==> src/rtl/counter.sv <==
// Iteration down-counter for the shift-add multiplier: Load presets ITERATIONS, K flags exhaustion.
// Optional macro COUNTER_DEBUG_EN exposes the internal count on output port Count.
module counter #(
  parameter int ITERATIONS = 32,
  parameter int WIDTH      = 6
) (
  input  logic             Clk,
  input  logic             Rst,
  input  logic             Load,
  output logic             K
`ifdef COUNTER_DEBUG_EN
  ,
  output logic [WIDTH-1:0] Count
`endif
);

  typedef enum logic [1:0] {
    IDLE = 2'b00,
    RUN  = 2'b01,
    DONE = 2'b10
  } state_t;

  localparam logic [WIDTH-1:0] PRESET = WIDTH'(ITERATIONS);
  localparam logic [WIDTH-1:0] ONE    = WIDTH'(1);

  state_t           state, state_next;
  logic [WIDTH-1:0] count, count_next;
  logic             k_q, k_next;

  // NOTE: sequential state uses non-blocking assignments so every register
  // samples pre-edge values regardless of statement order.
  always_ff @(posedge Clk or negedge Rst) begin
    if (!Rst) begin
      state <= IDLE;
      count <= '0;
      k_q   <= 1'b0;
    end else begin
      state <= state_next;
      count <= count_next;
      k_q   <= k_next;
    end
  end

  // NOTE: every output of this block is defaulted first, so no path can
  // leave a value unassigned and infer a latch.
  always_comb begin
    state_next = state;
    count_next = count;
    k_next     = k_q;

    if (Load) begin
      state_next = RUN;
      count_next = PRESET;
      k_next     = 1'b0;
    end else begin
      unique case (state)
        IDLE: begin
          count_next = '0;
          k_next     = 1'b0;
        end
        RUN: begin
          // A count of 0 cannot occur in RUN; treat it like 1 rather than wrap.
          if (count > ONE) begin
            count_next = count - ONE;
            k_next     = 1'b0;
          end else begin
            state_next = DONE;
            count_next = '0;
            k_next     = 1'b1;
          end
        end
        DONE: begin
          count_next = '0;
          k_next     = 1'b1;
        end
        default: begin
          state_next = IDLE;
          count_next = '0;
          k_next     = 1'b0;
        end
      endcase
    end
  end

  assign K = k_q;

`ifdef COUNTER_DEBUG_EN
  assign Count = count;
`endif

endmodule

==> config.mk <==
export PLATFORM = sky130hd
export DESIGN_NAME = counter
export DESIGN_NICKNAME = d
export VERILOG_FILES = /design/src/rtl/counter.sv
export SDC_FILE = /design/constraint.sdc
export NUM_CORES = 1
export LEC_CHECK = 0
export BUFFER_PORTS_ARGS = -buffer_cell sky130_fd_sc_hd__buf_2
export CORE_AREA = 2 2 39 41
export DETAILED_ROUTE_END_ITERATION = 8
export DIE_AREA = 0 0 41 43
export GPL_ROUTABILITY_DRIVEN = 1
export SYNTH_ARGS = -nofsm -noshare
export SYNTH_HDL_FRONTEND = slang
export SYNTH_SLANG_ARGS = --single-unit
==> constraint.sdc <==
create_clock -name Clk -period 2.8 [get_ports Clk]
set_clock_uncertainty 0.1 [all_clocks]
set_input_delay 0.56 -clock Clk [delete_from_list [all_inputs] [get_ports Clk]]
set_output_delay 0.56 -clock Clk [all_outputs]
set_load 0.005 [all_outputs]
==> impl_metrics.csv <==
group,metric,value,unit
worst_setup_path,crit_type,"flip-flop to flip-flop",
synth,yosysSeqAreaShare,44.4,%
global_route,antenna_found_initial,0,
layout,nets,62,
global_route,grt_use_total,12.1,%
synth,syn_area,507,µm²
layout,fillers,145,
synth,yosysWarnings,0,
worst_setup_path,required,2.85,ns
synth,synth_cell_types,20,
synth,synthTopCellsByCount,"dfrtp_1, nor2_1, ha_1, inv_1",
timing,slew_violations,0,
timing,setup_violations,0,
synth,synth_nets,54,
floorplanning,die_x,41,µm
floorplanning,fp.dieArea,0.00176,mm²
worst_setup_path,cp-start-kind,"flip-flop",
timing,hold_violations,0,
detailed_routing,wl_per_cell,11.1,µm
run_status,status,"completed",
clocking,cts.sinks,9,
worst_setup_path,cp.arrival,1.66,ns
clocking,htreeDepth,1,
synth,synth_area_leaders,"dfrtp_1, ha_1, o211a_1",
layout,syn_to_final_growth,12.1,%
clocking,post-cts-setup-buffers,0,
floorplanning,fp.coreArea,0.00138,mm²
floorplanning,fp-row-count,14,
floorplanning,start_util,36.6,%
global_route,grt_max_degree,10,
timing,tightest_slew,0.374,ns
timing,slew_headroom,75.0,%
clocking,clock_path_buffers,2,
detailed_routing,vias_per_cell,5.20,
synth,synth_top_cell_by_area,"dfrtp_1",
worst_setup_path,path_max_fanout,6,
layout,final_core_util,41.0,%
clocking,cts_root_buf,"clkbuf_4",
synth,synthCells,46,
floorplanning,die_h,43,µm
synth,async_flop_share,100,%
detailed_routing,drc,0,
floorplanning,num_io_pins,4,
power,power.density,1030,mW/mm²
global_route,grt_pass1_vias,321,
clocking,cts_made_buffers,3,
layout,drive_gt1_share,17.0,%
hold_path,hold_class,"input port to asynchronous set/reset pin",
power,vdd_drop_max,0.000506,V
clocking,tritoncts,"yes",
synth,ys_seq_elements,9,
timing,fin_crit,1.62,ns
synth,syn_avg_cell_area,11.0,µm²
clocking,clock_latency,0.25,ns
placement,dp_hpwl,585,µm
placement,globalplace.congestion,0.691,
global_route,grt_pass1_wl,1.33,mm
timing,rsz0062_at_grt,"false",
synth,ys.flop_type,"dfrtp_1",
placement,io_buffers,3,
run,drv_cap,0,
power,leakage,0.000285,µW
layout,multi_input_area,263,µm²
timing,finalCritPeriodShare,57.7,%
layout,ff_latch_area,225,µm²
layout,antenna_cells,0,
global_route,grt_overflow_total,0,
clocking,path_clk_slew,0.06,ns
synth,synth-edff-count,0,
detailed_routing,ant_nets,0,
detailed_routing,vias,359,
detailed_routing,drtIter0Drc,1,
synth,yosysMostFrequentCell,"dfrtp_1",
detailed_routing,drt-total-wl,766,µm
timing,fmax,619,MHz
clocking,cts_resized,0,
timing,final.setup.tns,0,ns
worst_setup_path,end_kind,"flip-flop",
detailed_routing,drtPass1Iterations,4,
clocking,cts_hold_buf,0,
synth,synth_top_area_share,44.4,%
## path summary, 6_finish.rpt
kind,startpoint,endpoint,slack (ns),depth (start not counted)
max,count[0],count[5],1.18,5
min,Rst,count[0],0.05,1
max reg2reg,count[0],count[5],1.18,5
min reg2reg,count[1],count[5],0.42,1
max in group asynchronous,Rst,state[0],2.38,1
min in group Clk,count[1],count[5],0.42,1
## worst max-delay path, cell delays in order (launching register included)
cell	delay [ns]
dfrtp_1	0.43
inv_1	0.06
ha_1	0.23
nor2_1	0.33
nand3b_1	0.13
o41ai_1	0.23
## layout make-up
cell class | instances | share of cell area [%]
Sequential cell | 9 | 39.6
Clock buffer | 4 | 4.63
Timing Repair Buffer | 3 | 2.64
Inverter | 5 | 3.30
Tap cell | 16 | 3.52
Multi-Input combinational cell | 32 | 46.3
## per-layer routing
| layer | track usage [%] | vias to the layer above | wire [µm] |
|---|---|---|---|
| li1 | - | 179 | - |
| met1 | 15.6 | 172 | 383 |
| met2 | 14.4 | 6 | 341 |
| met3 | 6.28 | 2 | 28 |
| met4 | 10.0 | 0 | 13 |
| met5 | 0 | - | 0 |
## kinds of logic after synthesis
| kind of cell | count (synthesis) | synth area share (%) |
|---|---|---|
| AOI/OAI and AO/OA | 9 | 18.0 |
| buffers and inverters | 5 | 3.70 |
| and+or+nand+nor | 15 | 16.3 |
| adders and majority gates | 5 | 12.3 |
| DFF | 9 | 44.4 |
| xor gates and xnor gates | 3 | 5.19 |
## state kept, by name, summed over array words and instances (netlist names)
| register | flops |
|---|---|
| count | 6 |
| state | 2 |
| K | 1 |
## through the flow
| step | cell area [µm²] | setup slack (ns) | cells | hold WS (ns) | total power [µW] |
|---|---|---|---|---|---|
| after floorplan | 507 | 1.34 | 46 | 0.164 | 440 |
| after global placement | 542 | 1.20 | 65 | 0.322 | 493 |
| after detailed placement | 542 | 1.19 | 65 | 0.322 | 489 |
| after CTS | 568 | 1.18 | 69 | 0.0408 | 592 |
| after global routing | 568 | 1.01 | 69 | 0.0406 | 644 |
| final | 568 | 1.18 | 69 | 0.0457 | 583 |
## power by group
group	switching [µW]	internal, µW	total (µW)
Clock	40.5	54.6	95.1
Combinational	139	129	268
Sequential	46.3	173	220
## layout by cell type, fill, tap and decap left out, types with 2 or more instances in the layout
| master | count |
|---|---|
| buf_2 | 3 |
| clkbuf_4 | 3 |
| dfrtp_1 | 9 |
| ha_1 | 5 |
| inv_1 | 5 |
| nor2_1 | 6 |
| nor3_1 | 2 |
| o211a_1 | 3 |
| xnor2_1 | 3 |
No activity file was read; power rests on OpenSTA's default activity.
